--- src/rtl/uart_core.sv ---
// rtl/uart_core.sv - parametrised full-duplex UART with TX/RX FIFOs, loopback and error pulses
module uart_core #(
    parameter int CLOCK_FREQ = 50000000,
    parameter int BAUD_RATE  = 9600,
    parameter int DATA_BITS  = 8,
    parameter int PARITY     = 0,
    parameter int STOP_BITS  = 1,
    parameter int FIFO_DEPTH = 8
) (
    input  logic                 clk,
    input  logic                 rst,
    input  logic [DATA_BITS-1:0] tx_data,
    input  logic                 tx_valid,
    output logic                 tx_ready,
    output logic [DATA_BITS-1:0] rx_data,
    output logic                 rx_valid,
    input  logic                 rx_ready,
    input  logic                 rx,
    output logic                 tx,
    input  logic                 loopback,
    output logic                 parity_err,
    output logic                 frame_err,
    output logic                 overrun,
    output logic                 busy
);

    localparam int CPB     = CLOCK_FREQ / BAUD_RATE;
    localparam int HALF    = CPB / 2;
    localparam int CW      = $clog2(CPB);
    localparam int AW      = $clog2(FIFO_DEPTH);
    localparam bit HAS_PAR = (PARITY != 0);

    typedef enum logic [2:0] {S_IDLE, S_START, S_DATA, S_PARITY, S_STOP} state_t;

    function automatic logic par_of(input logic [DATA_BITS-1:0] d);
        return (PARITY == 1) ? ~(^d) : (^d);
    endfunction

    // ---------------- TX FIFO ----------------
    logic [DATA_BITS-1:0] txf_mem [FIFO_DEPTH];
    logic [AW:0]          txf_wr_q, txf_rd_q;
    logic                 txf_empty, txf_full, tx_push, tx_load;
    logic [DATA_BITS-1:0] txf_head;

    assign txf_empty = (txf_wr_q == txf_rd_q);
    assign txf_full  = (txf_wr_q[AW] != txf_rd_q[AW]) && (txf_wr_q[AW-1:0] == txf_rd_q[AW-1:0]);
    assign tx_push   = tx_valid && !txf_full;
    assign txf_head  = txf_mem[txf_rd_q[AW-1:0]];
    assign tx_ready  = !txf_full;

    always_ff @(posedge clk or negedge rst) begin
        if (!rst) begin
            txf_wr_q <= '0;
            txf_rd_q <= '0;
        end else begin
            if (tx_push) txf_wr_q <= txf_wr_q + 1'b1;
            if (tx_load) txf_rd_q <= txf_rd_q + 1'b1;
        end
    end

    always_ff @(posedge clk) begin
        if (tx_push) txf_mem[txf_wr_q[AW-1:0]] <= tx_data;
    end

    // ---------------- TX FSM ----------------
    state_t               tx_state_q, tx_state_d;
    logic [CW-1:0]        tx_cnt_q, tx_cnt_d;
    logic [3:0]           tx_bit_q, tx_bit_d;
    logic [DATA_BITS-1:0] tx_sh_q, tx_sh_d;
    logic                 tx_par_q, tx_par_d;
    logic                 tx_q, tx_d;
    logic                 tx_bit_end;

    always_ff @(posedge clk or negedge rst) begin
        if (!rst) begin
            tx_state_q <= S_IDLE;
            tx_cnt_q   <= '0;
            tx_bit_q   <= '0;
            tx_sh_q    <= '0;
            tx_par_q   <= 1'b0;
            tx_q       <= 1'b1;
        end else begin
            tx_state_q <= tx_state_d;
            tx_cnt_q   <= tx_cnt_d;
            tx_bit_q   <= tx_bit_d;
            tx_sh_q    <= tx_sh_d;
            tx_par_q   <= tx_par_d;
            tx_q       <= tx_d;
        end
    end

    always_comb begin
        tx_state_d = tx_state_q;
        tx_cnt_d   = tx_cnt_q;
        tx_bit_d   = tx_bit_q;
        tx_sh_d    = tx_sh_q;
        tx_par_d   = tx_par_q;
        tx_d       = tx_q;
        tx_load    = 1'b0;
        tx_bit_end = (tx_cnt_q == CW'(CPB - 1));
        if (tx_state_q != S_IDLE) tx_cnt_d = tx_bit_end ? '0 : tx_cnt_q + CW'(1);
        case (tx_state_q)
            S_IDLE: tx_load = !txf_empty;
            S_START: if (tx_bit_end) begin
                tx_d       = tx_sh_q[0];
                tx_bit_d   = '0;
                tx_state_d = S_DATA;
            end
            S_DATA: if (tx_bit_end) begin
                if (tx_bit_q == 4'(DATA_BITS - 1)) begin
                    tx_bit_d = '0;
                    if (HAS_PAR) begin
                        tx_d       = tx_par_q;
                        tx_state_d = S_PARITY;
                    end else begin
                        tx_d       = 1'b1;
                        tx_state_d = S_STOP;
                    end
                end else begin
                    tx_sh_d  = tx_sh_q >> 1;
                    tx_d     = tx_sh_q[1];
                    tx_bit_d = tx_bit_q + 4'd1;
                end
            end
            S_PARITY: if (tx_bit_end) begin
                tx_d       = 1'b1;
                tx_bit_d   = '0;
                tx_state_d = S_STOP;
            end
            S_STOP: if (tx_bit_end) begin
                if (tx_bit_q == 4'(STOP_BITS - 1)) begin
                    if (!txf_empty) tx_load = 1'b1;
                    else            tx_state_d = S_IDLE;
                end else begin
                    tx_bit_d = tx_bit_q + 4'd1;
                end
            end
            default: tx_state_d = S_IDLE;
        endcase
        // Loading from IDLE or straight out of STOP keeps frames gapless.
        if (tx_load) begin
            tx_sh_d    = txf_head;
            tx_par_d   = par_of(txf_head);
            tx_d       = 1'b0;
            tx_cnt_d   = '0;
            tx_state_d = S_START;
        end
    end

    assign tx   = tx_q;
    assign busy = (tx_state_q != S_IDLE) || !txf_empty;

    // ---------------- RX input path ----------------
    logic sync1_q, sync2_q, line_q, line;

    assign line = loopback ? tx_q : sync2_q;

    always_ff @(posedge clk or negedge rst) begin
        if (!rst) begin
            sync1_q <= 1'b1;
            sync2_q <= 1'b1;
            line_q  <= 1'b1;
        end else begin
            sync1_q <= rx;
            sync2_q <= sync1_q;
            line_q  <= line;
        end
    end

    // ---------------- RX FSM ----------------
    state_t               rx_state_q, rx_state_d;
    logic [CW-1:0]        rx_cnt_q, rx_cnt_d;
    logic [3:0]           rx_bit_q, rx_bit_d;
    logic [DATA_BITS-1:0] rx_sh_q, rx_sh_d;
    logic                 rx_par_q, rx_par_d;
    logic                 rx_done, rx_par_bad, rx_push, rx_pop;
    logic                 parity_err_q, frame_err_q, overrun_q;
    logic                 parity_err_d, frame_err_d, overrun_d;
    logic                 rxf_full;

    always_ff @(posedge clk or negedge rst) begin
        if (!rst) begin
            rx_state_q   <= S_IDLE;
            rx_cnt_q     <= '0;
            rx_bit_q     <= '0;
            rx_sh_q      <= '0;
            rx_par_q     <= 1'b0;
            parity_err_q <= 1'b0;
            frame_err_q  <= 1'b0;
            overrun_q    <= 1'b0;
        end else begin
            rx_state_q   <= rx_state_d;
            rx_cnt_q     <= rx_cnt_d;
            rx_bit_q     <= rx_bit_d;
            rx_sh_q      <= rx_sh_d;
            rx_par_q     <= rx_par_d;
            parity_err_q <= parity_err_d;
            frame_err_q  <= frame_err_d;
            overrun_q    <= overrun_d;
        end
    end

    always_comb begin
        rx_state_d = rx_state_q;
        rx_cnt_d   = rx_cnt_q;
        rx_bit_d   = rx_bit_q;
        rx_sh_d    = rx_sh_q;
        rx_par_d   = rx_par_q;
        rx_done    = 1'b0;
        case (rx_state_q)
            S_IDLE: if (line_q && !line) begin
                rx_cnt_d   = CW'(1);
                rx_state_d = S_START;
            end
            S_START: if (rx_cnt_q == CW'(HALF)) begin
                rx_cnt_d   = '0;
                rx_bit_d   = '0;
                rx_state_d = line ? S_IDLE : S_DATA;
            end else begin
                rx_cnt_d = rx_cnt_q + CW'(1);
            end
            default: if (rx_cnt_q == CW'(CPB - 1)) begin
                rx_cnt_d = '0;
                if (rx_state_q == S_DATA) begin
                    rx_sh_d = {line, rx_sh_q[DATA_BITS-1:1]};
                    if (rx_bit_q == 4'(DATA_BITS - 1)) rx_state_d = HAS_PAR ? S_PARITY : S_STOP;
                    else                               rx_bit_d   = rx_bit_q + 4'd1;
                end else if (rx_state_q == S_PARITY) begin
                    rx_par_d   = line;
                    rx_state_d = S_STOP;
                end else begin
                    // Only the first stop bit is checked; any further stop bits look like idle.
                    rx_done    = 1'b1;
                    rx_state_d = S_IDLE;
                end
            end else begin
                rx_cnt_d = rx_cnt_q + CW'(1);
            end
        endcase
        rx_par_bad   = HAS_PAR && (rx_par_q != par_of(rx_sh_q));
        frame_err_d  = rx_done && !line;
        parity_err_d = rx_done && line && rx_par_bad;
        overrun_d    = rx_done && line && !rx_par_bad && rxf_full && !rx_pop;
        rx_push      = rx_done && line && !rx_par_bad && (!rxf_full || rx_pop);
    end

    assign parity_err = parity_err_q;
    assign frame_err  = frame_err_q;
    assign overrun    = overrun_q;

    // ---------------- RX FIFO ----------------
    logic [DATA_BITS-1:0] rxf_mem [FIFO_DEPTH];
    logic [AW:0]          rxf_wr_q, rxf_rd_q, rxf_wr_d, rxf_rd_d;
    logic [DATA_BITS-1:0] rx_data_q, rx_data_d;

    assign rx_valid = (rxf_wr_q != rxf_rd_q);
    assign rxf_full = (rxf_wr_q[AW] != rxf_rd_q[AW]) && (rxf_wr_q[AW-1:0] == rxf_rd_q[AW-1:0]);
    assign rx_pop   = rx_valid && rx_ready;
    assign rx_data  = rx_data_q;

    // rx_data is a register holding the head as it will be after this edge.
    always_comb begin
        rxf_rd_d  = rx_pop  ? rxf_rd_q + 1'b1 : rxf_rd_q;
        rxf_wr_d  = rx_push ? rxf_wr_q + 1'b1 : rxf_wr_q;
        rx_data_d = rx_data_q;
        if (rxf_rd_d != rxf_wr_q) rx_data_d = rxf_mem[rxf_rd_d[AW-1:0]];
        else if (rx_push)         rx_data_d = rx_sh_q;
    end

    always_ff @(posedge clk or negedge rst) begin
        if (!rst) begin
            rxf_wr_q  <= '0;
            rxf_rd_q  <= '0;
            rx_data_q <= '0;
        end else begin
            rxf_wr_q  <= rxf_wr_d;
            rxf_rd_q  <= rxf_rd_d;
            rx_data_q <= rx_data_d;
        end
    end

    always_ff @(posedge clk) begin
        if (rx_push) rxf_mem[rxf_wr_q[AW-1:0]] <= rx_sh_q;
    end

endmodule

--- config.mk ---
export PLATFORM = sky130hd
export DESIGN_NAME = uart_core
export DESIGN_NICKNAME = d
export VERILOG_FILES = /design/src/rtl/uart_core.sv
export SDC_FILE = /design/constraint.sdc
export NUM_CORES = 1
export LEC_CHECK = 0
export CAP_MARGIN = 40
export CORE_MARGIN = 8
export CORE_UTILIZATION = 49
export DETAILED_ROUTE_END_ITERATION = 10
export HOLD_SLACK_MARGIN = 0.05
export PLACE_DENSITY = 0.68
export SLEW_MARGIN = 40
export SYNTH_ARGS = -nofsm -noshare
export SYNTH_HDL_FRONTEND = slang
export SYNTH_SLANG_ARGS = --single-unit
--- constraint.sdc ---
create_clock -name clk -period 3.27 [get_ports clk]
set_clock_uncertainty 0.2 [all_clocks]
set_input_delay 0.654 -clock clk [delete_from_list [all_inputs] [get_ports clk]]
set_output_delay 0.654 -clock clk [all_outputs]
set_load 0.05 [all_outputs]
==> impl_metrics.yaml, run 1 <==
run_status:
  status: "finished clean"
pwr:
  vdd.ir_drop.worst_uv: 522.3
  clock_power_share_pct: 27.8
  pwr_density_cell_nw_per_um2: 798.3
  p_leak_nw: 4.432
  p_switching_mw: 2.986
  power.share.combinational_pct: 33.6
  internal-power_mw: 5.968
  p_seq_share_pct: 38.6
  switching_share_pct: 33.35
  power_mw: 8.953
route:
  drcViolationCount: 0
  routed_wirelength_um: 19240
  postRouteAntennaNets: 0
  via_per_inst: 5.677
  vias: 5978
  dr.pass1.iters: 4
  avgRoutedWirePerCell_um: 18.27
  drt_iter0_markers: 319
cells_and_area:
  n_antenna_cell: 0
  area_delta_synth_final_pct: 15.00
  drive_gt1_share_pct: 16.24
  nets: 795
  fillCellCount: 1542
clock_network:
  clk-insertion-delay-late_ns: 0.51
  post_cts_resize_count: 0
  cts.sink_count: 214
  cts-root-buf: "clkbuf_16"
  clkTransAtPathRegs_ns: 0.06
  cts_buffers: 24
  htree_levels: 1
  clockBufferDepth: 3
  cts_tree: "built"
job:
  maxCapViolations: 0
yosys:
  syn_area_um2: 9753
  ys_warn_count: 0
  synthDistinctLibCells: 72
  synth_nets: 738
  ys_ff_latch: 214
  synth_area_per_cell_um2: 13.66
  ys_seq_area_share_pct: 61.53
  synth_most_common_cell: "edfxtp_1"
  synthArstFlopShare_pct: 40.19
  syn_inst: 714
  yosys.area.top_type: "edfxtp_1"
  synth_top_area_share_pct: 39.41
  yosys_most_used_dff: "edfxtp_1"
  yosys-top-cells-area: "edfxtp_1 39%, dfrtp_1 21%, mux2i_1 6.1%, mux4_2 3.7%, nor2_1 2.6%"
  synth_edf_count: 128
  synthTopCellsByCount: "128 x edfxtp_1, 82 x dfrtp_1, 68 x nor2_1, 59 x mux2i_1, 38 x nand2_1"
sta:
  hold_violations: 0
  period_minus_slack_ns: 2.938
  timing.hold.ws_ns: 0.1560
  period_share_pct: 89.86
  rsz0062_at_grt: "false"
  worst_pin_slew_ns: 0.6768
  fin_ws_ns: 0.3317
  slew_headroom_pct: 54.71
  fmax_mhz: 340.3
  drv_slew: 0
  finalSetupTns_ns: 0
  finalSetupViolCount: 0
worst_hold_path:
  hold_path_end: "sync2_q$_DFF_PN1_"
  hp-start: "sync1_q$_DFF_PN1_"
  hold_path_depth: 0
  worstHoldPathType: "flop to flop"
global_route:
  grt-ovfl-total: 0
  grt_pass1_vias: 6207
  grt.total_usage_pct: 16.08
  grt_pass1_wl_um: 31770
  grt_antenna_before_repair: 0
  grt_start_max_net_pins: 42
worst_setup_path:
  start_kind: "flop"
  rrSetupSlack_ns: 0.33
  arrival_ns: 3.12
  cpMostUsedCell: "mux2i_1"
  slowest_stage: "or4b_1"
  rr_worst_depth: 7
  critPathMaxStageDelay_ns: 0.64
  critPathCaptureType: "flop"
  worstPathRequired_ns: 3.45
  cp_max_fo: 9
  critPathKind: "flop to flop"
  r2r_start: "rxf_wr_q[0]$_DFFE_PN0P_"
  critical_path.top_delay_family: "simple AND/OR/NAND/NOR gates"
  path_cells: "xnor2_1, nand2_1, or4b_1, nand4_2, buf_4, mux2i_1, mux2i_1"
  cp_num_buf_inv: 1
  r2r-end: "rx_data[2]$_DFFE_PN0P_"
placement:
  port_buffers: 27
  hpwl_um: 13080
  place.gp.congestion: 0.8330
  dp_slack_ns: 0.2972
floorplan:
  die_y_um: 157.1
  io_pins: 29
  initial_core_util_pct: 49.95
  num_rows: 51
  die_x_um: 157.1
  dieArea_um2: 24670
  core_um2: 19530
==> power groups by stage <==
stage	clock network, mW	registers [mW]	logic [mW]
after global routing	2.65	3.49	3.29
after floorplan	0	3.56	2.16
after CTS	2.55	3.46	3.03
after detailed placement	0	3.50	3.01
after global placement	0	3.48	2.91
final	2.49	3.46	3.00
==> registers in the layout, indices dropped and copies added (netlist names) <==
signal and count:
rxf_rd_q 4, rxf_mem 64, tx_sh_q 8, rx_state_q 3
txf_wr_q 4, tx 1, line_q 1, sync2_q 1
rx_data 8, rx_sh_q 8, sync1_q 1, rxf_wr_q 4
tx_state_q 3, tx_bit_q 4, frame_err 1, txf_rd_q 4
rx_cnt_q 13, overrun 1, rx_bit_q 4, tx_cnt_q 13
txf_mem 64
==> kinds of logic (layout without fill, tap and decap cells) <==
group,Yosys count,after routing,synth area share (%)
DFF,214,214,61.53
muxes,92,92,11.71
AOI/OAI and AO/OA,103,103,8.134
buffers and inverters,44,118,2.040
and+or+nand+nor,208,208,11.42
xor gates and xnor gates,42,42,3.849
adders and majority gates,10,10,1.283
other,1,1,0.03845
==> worst max-delay path by stage <==
stage | start | endpoint | slack [ns] | cells past startpoint
CTS | rx_cnt_q[9]$_DFFE_PN0P_ | rxf_mem[1][4]$_DFFE_PP_ | 0.33 | 7
finish | rxf_wr_q[0]$_DFFE_PN0P_ | rx_data[2]$_DFFE_PN0P_ | 0.33 | 7
global route | rx_cnt_q[9]$_DFFE_PN0P_ | rxf_mem[5][3]$_DFFE_PP_ | 0.09 | 7
global placement | loopback | rx_cnt_q[12]$_DFFE_PN0P_ | 0.31 | 8
floorplan | rx_cnt_q[9]$_DFFE_PN0P_ | rxf_mem[2][0]$_DFFE_PP_ | -0.11 | 5
detailed placement | rx_ready | rx_data[3]$_DFFE_PN0P_ | 0.30 | 7
==> area by class of cell <==
| class | count | area (µm²) | share of cell area (%) |
|---|---|---|---|
| flip-flops and latches | 214 | 6002 | 53.51 |
| multi-input cells | 456 | 3553 | 31.68 |
| clock buffers | 32 | 681.9 | 6.080 |
| repair buffers | 62 | 538.0 | 4.797 |
| well taps | 265 | 331.6 | 2.956 |
| clock inverters | 11 | 60.06 | 0.5355 |
| inverters | 13 | 48.80 | 0.4351 |
==> layer usage <==
layer	up-vias	global-route usage [%]	wire length [µm]
met3	28	2.386	675
met5	-	0	0
met1	3052	20.35	8608
li1	2808	-	-
met2	90	28.29	9589
met4	0	4.442	365
==> stage by stage <==
stage	instance area, µm²	cells	util (%)
after detailed placement	10460	1009	53.59
final	11220	1053	57.44
after floorplan	9753	714	-
after CTS	11220	1053	57.44
after global routing	11220	1053	57.44
after global placement	10460	1009	53.59
==> cells in the final DEF (no fill, tap or decap), types with 4 or more instances in the layout <==
master and n:
edfxtp_1 128, a21oi_1 19, and4_1 5, xor2_1 16, nor3_1 10, inv_1 12
clkinv_2 6, clkbuf_1 4, dfrtp_1 81, nand2b_1 10, o2111a_1 8, clkdlybuf4s50_1 23
mux2i_1 59, nor2b_1 17, dfstp_2 4, a211oi_1 13, nand4_1 10, a221oi_1 8
ha_1 10, and3_1 6, nor3b_1 5, a22oi_1 8, o21ai_0 13, mux2_2 16
buf_4 37, nand3_1 7, o22a_1 8, nand2_1 38, mux4_2 16, nor2_1 68
xnor2_1 25, or3_1 4, clkbuf_16 25
==> what timing repair did <==
action	in CTS	in global routing
endpoints found under the hold margin	24	0
setup buffers	0	0
hold buffers	1	0
No activity file was read; power rests on OpenSTA's default activity.
==> run 2, diff against run 1 <==
--- a/config.mk
+++ b/config.mk
@@ -10,6 +10,7 @@
 export CORE_UTILIZATION = 49
 export DETAILED_ROUTE_END_ITERATION = 10
 export HOLD_SLACK_MARGIN = 0.05
+export MAX_ROUTING_LAYER = met4
 export PLACE_DENSITY = 0.68
 export SLEW_MARGIN = 40
 export SYNTH_ARGS = -nofsm -noshare
==> run 2 against run 1 <==
  * Clock-buffer cell count unchanged
  * Hold slack about the same
  * Critical endpoint unchanged
  * Largest power group unchanged
  * Flip-flop and latch count unchanged
  * Global-route usage up 0.44 points
  * Critical path type unchanged
  * Register-to-register slack about the same
  * Power about the same
  * Sequential share of layout area unchanged
  * Cell count unchanged
==> impl_metrics.yaml, run 2 (synthesis results as in run 1) <==
clock_network:
  cts-root-buf: "clkbuf_16"
  post_cts_buffers: 0
  cts_tree: "built"
  clockBufferDepth: 3
  cts_buffers: 24
  htree_levels: 1
  clkTransAtPathRegs_ns: 0.06
  cts.sink_count: 214
  clk-insertion-delay-late_ns: 0.51
  post_cts_resize_count: 0
worst_setup_path:
  cp_max_fo: 9
  worstPathRequired_ns: 3.45
  arrival_ns: 3.10
  critPathCaptureType: "flop"
  critPathKind: "flop to flop"
  start_kind: "flop"
sta:
  finalSetupTns_ns: 0
  worst_pin_slew_ns: 0.6655
  fin_ws_ns: 0.3462
  hold_violations: 0
  finalSetupViolCount: 0
  fmax_mhz: 342.0
  period_share_pct: 89.41
  timing.hold.ws_ns: 0.1555
  drv_slew: 0
  period_minus_slack_ns: 2.924
  rsz0062_at_grt: "false"
  slew_headroom_pct: 55.47
placement:
  hpwl_um: 13080
  dp_slack_ns: 0.2972
  place.gp.congestion: 0.8458
  port_buffers: 27
global_route:
  grt.total_usage_pct: 16.52
  grt-ovfl-total: 0
  grt_pass1_wl_um: 31720
  grt_antenna_before_repair: 0
  grt_start_max_net_pins: 42
  grt_pass1_vias: 6207
floorplan:
  die_x_um: 157.1
  initial_core_util_pct: 49.95
  dieArea_um2: 24670
  die_y_um: 157.1
  io_pins: 29
  core_um2: 19530
  num_rows: 51
cells_and_area:
  nets: 795
  layout_common_cells: "128 x edfxtp_1, 81 x dfrtp_1, 68 x nor2_1"
  multi_input_area_um2: 3553
  drive_gt1_share_pct: 16.24
  final_common_cell: "edfxtp_1"
  fillCellCount: 1542
  regArea_um2: 6002
  area_delta_synth_final_pct: 15.00
  n_antenna_cell: 0
job:
  maxCapViolations: 0
pwr:
  power_mw: 8.954
  clock_power_share_pct: 27.9
  pwr_density_cell_nw_per_um2: 798.4
  p_leak_nw: 4.432
  p_seq_share_pct: 38.6
  p_switching_mw: 2.987
  switching_share_pct: 33.36
  vdd.ir_drop.worst_uv: 521.1
  power.share.combinational_pct: 33.5
  internal-power_mw: 5.967
run_status:
  status: "finished clean"
route:
  vias: 5972
  avgRoutedWirePerCell_um: 18.30
  drt_iter0_markers: 263
  dr.pass1.iters: 4
  drcViolationCount: 0
  via_per_inst: 5.671
  postRouteAntennaNets: 0
  routed_wirelength_um: 19270
worst_hold_path:
  worstHoldPathType: "flop to flop"
[run 2: cell counts in the layout (fill, tap and decap cells not counted)]
No cell type changed its count.
[run 2: final cells by class]
| type | instances | area share (%) |
|---|---|---|
| multi-input combinational | 456 | 31.68 |
| timing repair buffer | 62 | 4.797 |
| sequential | 214 | 53.51 |
| clock inverter | 11 | 0.5355 |
| tap | 265 | 2.956 |
| clock buffer | 32 | 6.080 |
| inverter | 13 | 0.4351 |
[run 2: final timing paths]
check | startpoint | end | slack (ns) | cells past startpoint
max | rxf_wr_q[0]$_DFFE_PN0P_ | rx_data[2]$_DFFE_PN0P_ | 0.35 | 7
min | sync1_q$_DFF_PN1_ | sync2_q$_DFF_PN1_ | 0.16 | 0
max reg2reg | rxf_wr_q[0]$_DFFE_PN0P_ | rx_data[2]$_DFFE_PN0P_ | 0.35 | 7
min reg2reg | sync1_q$_DFF_PN1_ | sync2_q$_DFF_PN1_ | 0.16 | 0
max in group asynchronous | rst | rxf_wr_q[2]$_DFFE_PN0P_ | 1.74 | 3
min in group asynchronous | rst | rx_cnt_q[0]$_DFFE_PN0P_ | 0.45 | 2
[run 2: timing repair]
item | in CTS | in global routing
setup endpoints to repair | 0 | 0
hold endpoints to repair | 24 | 0
hold buffers | 1 | 0
[run 2: power by group through the flow]
stage               sequential [mW]  clock, mW  combinational (mW)
floorplan                      3.56          0                2.16
global placement               3.48          0                2.91
detailed placement             3.50          0                3.01
CTS                            3.46       2.55                3.03
global route                   3.49       2.65                3.29
finish                         3.46       2.49                3.00
[run 2: through the flow]
step / std cells / util [%] / instance area [µm²]
2_1_floorplan: 714 / - / 9753
3_5_place_dp: 1009 / 53.59 / 10460
6_report: 1053 / 57.44 / 11220
4_1_cts: 1053 / 57.44 / 11220
3_3_place_gp: 1009 / 53.59 / 10460
5_1_grt: 1053 / 57.44 / 11220
[run 2: worst max-delay path, stage by stage (launching register included)]
cell and delay, ns:
dfrtp_1 0.49, xnor2_1 0.51, nand2_1 0.14, or4b_1 0.64, nand4_2 0.24, buf_4 0.24, mux2i_1 0.24, mux2i_1 0.10
[run 2: per-layer routing]
layer / global-route usage [%] / wire (µm) / vias up
met1: 20.28 / 8558 / 3035
met5: - / 0 / -
li1: - / - / 2807
met2: 28.37 / 9653 / 101
met3: 2.303 / 690 / 29
met4: 4.442 / 365 / 0
==> run 3, diff against run 2 <==
--- a/config.mk
+++ b/config.mk
@@ -12,7 +12,8 @@
 export HOLD_SLACK_MARGIN = 0.05
 export MAX_ROUTING_LAYER = met4
 export PLACE_DENSITY = 0.68
-export SLEW_MARGIN = 40
+export SETUP_SLACK_MARGIN = 0.15
+export SLEW_MARGIN = 10
 export SYNTH_ARGS = -nofsm -noshare
 export SYNTH_HDL_FRONTEND = slang
 export SYNTH_SLANG_ARGS = --single-unit
==> run 3 against run 2 <==
  * Clock power about the same
  * Wire length about the same
  * Critical path type is now flop to primary output
  * Core utilization rose by 0.064 points
==> impl_metrics.yaml, run 3 (synthesis results as in run 1) <==
sta:
  hold_violations: 0
  worst_pin_slew_ns: 0.6514
  slew_headroom_pct: 56.41
  drv_slew: 0
  period_share_pct: 87.15
  finalSetupTns_ns: 0
  period_minus_slack_ns: 2.850
  finalSetupViolCount: 0
  rsz0062_at_grt: "false"
  fmax_mhz: 350.9
pwr:
  power_mw: 8.955
  clock_power_share_pct: 27.8
  internal-power_mw: 5.971
  pwr_density_cell_nw_per_um2: 797.6
  switching_share_pct: 33.32
  vdd.ir_drop.worst_uv: 520.4
  p_switching_mw: 2.984
  power.share.combinational_pct: 33.6
  p_seq_share_pct: 38.6
  p_leak_nw: 4.437
cells_and_area:
  layout_common_cells: "128 x edfxtp_1, 81 x dfrtp_1, 68 x nor2_1"
  n_antenna_cell: 0
  nets: 795
  final_common_cell: "edfxtp_1"
  fin_util_pct: 57.50
  area_delta_synth_final_pct: 15.13
  drive_gt1_share_pct: 16.50
floorplan:
  core_um2: 19530
  die_y_um: 157.1
  initial_core_util_pct: 49.95
  dieArea_um2: 24670
  die_x_um: 157.1
  num_rows: 51
  io_pins: 29
clock_network:
  htree_levels: 1
  cts-root-buf: "clkbuf_16"
  cts_tree: "built"
  cts_buffers: 24
  cts.sink_count: 214
  clockBufferDepth: 3
  post_cts_buffers: 0
  clkTransAtPathRegs_ns: 0.06
  clk-insertion-delay-late_ns: 0.51
route:
  vias: 5950
  via_per_inst: 5.651
  dr.pass1.iters: 4
  drcViolationCount: 0
  drt_iter0_markers: 288
  avgRoutedWirePerCell_um: 18.29
  postRouteAntennaNets: 0
  routed_wirelength_um: 19260
worst_setup_path:
  critPathKind: "flop to primary output"
  path_cells: "xnor2_1, and4b_1, nand2_1, buf_4"
  rrSetupSlack_ns: 0.46
  arrival_ns: 2.00
  slowest_stage: "dfrtp_1"
  critPathMaxStageDelay_ns: 0.47
  worstPathRequired_ns: 2.42
  critPathCaptureType: "primary output"
  cp_max_fo: 8
  start_kind: "flop"
global_route:
  grt_pass1_wl_um: 31720
  grt-busiest-layer: "met2"
  grt_antenna_before_repair: 0
  grt.total_usage_pct: 16.52
  grt-ovfl-total: 0
  grt_pass1_vias: 6207
  grt_use_met3_pct: 2.303
  grt_start_max_net_pins: 42
  met2_usage_pct: 28.37
  grt_use_met1_pct: 20.28
placement:
  place.gp.congestion: 0.8458
  hpwl_um: 13080
  port_buffers: 27
job:
  maxCapViolations: 0
worst_hold_path:
  worstHoldPathType: "flop to flop"
run_status:
  status: "finished clean"
-- run 3: cell counts in the layout (fill, tap and decap cells not counted) --
No cell type changed its count.
-- run 3: what timing repair did --
action / CTS / global route
hold endpoints to repair: 24 / 0
gates resized for setup: 0 / 2
endpoints found under the setup margin: 0 / 9
hold buffers: 1 / 0
-- run 3: critical path: cells and delay by family (launching register included) --
kind | cells | cell delay, ns
xor+xnor | 1 | 0.22
simple gates | 2 | 0.56
buf+inv | 1 | 0.23
flops | 1 | 0.47
-- run 3: worst paths after layout --
| kind | start | end | depth (start not counted) |
|---|---|---|---|
| min | sync1_q$_DFF_PN1_ | sync2_q$_DFF_PN1_ | 0 |
| max reg2reg | rx_cnt_q[9]$_DFFE_PN0P_ | rxf_mem[1][1]$_DFFE_PP_ | 7 |
| max | txf_wr_q[0]$_DFFE_PN0P_ | busy | 4 |
| max in group asynchronous | rst | rxf_wr_q[2]$_DFFE_PN0P_ | 3 |
| min in group asynchronous | rst | rx_cnt_q[0]$_DFFE_PN0P_ | 2 |
| min reg2reg | sync1_q$_DFF_PN1_ | sync2_q$_DFF_PN1_ | 0 |
-- run 3: final cells by class --
type	instances	area [µm²]
Fill cell	1538	8298
Sequential cell	214	6002
Multi-Input combinational cell	456	3566
Clock buffer	32	681.9
Timing Repair Buffer	62	538.0
Tap cell	265	331.6
Clock inverter	11	60.06
Inverter	13	48.80
-- run 3: power groups by stage --
stage | Combinational [mW] | Clock [mW] | Sequential, mW
after floorplan | 2.16 | 0 | 3.56
after global placement | 2.91 | 0 | 3.48
after detailed placement | 3.01 | 0 | 3.50
after CTS | 3.03 | 2.55 | 3.46
after global routing | 3.29 | 2.65 | 3.49
final | 3.00 | 2.49 | 3.46
-- run 3: per-stage QoR --
step / instance area, µm² / cells / setup slack (ns) / hold slack [ns]
6_report: 11230 / 1053 / 0.4201 / 0.1580
2_1_floorplan: 9753 / 714 / -0.1067 / 0.1452
3_3_place_gp: 10460 / 1009 / 0.3104 / 0.1465
5_1_grt: 11230 / 1053 / 0.2146 / 0.1602
3_5_place_dp: 10460 / 1009 / 0.2972 / 0.1475
4_1_cts: 11220 / 1053 / 0.3306 / 0.1648
-- run 3: layer usage --
metal	vias up	part of all wire (%)
met5	-	0
met4	0	1.9
met3	29	3.5
met2	100	50
met1	3016	45
li1	2805	-
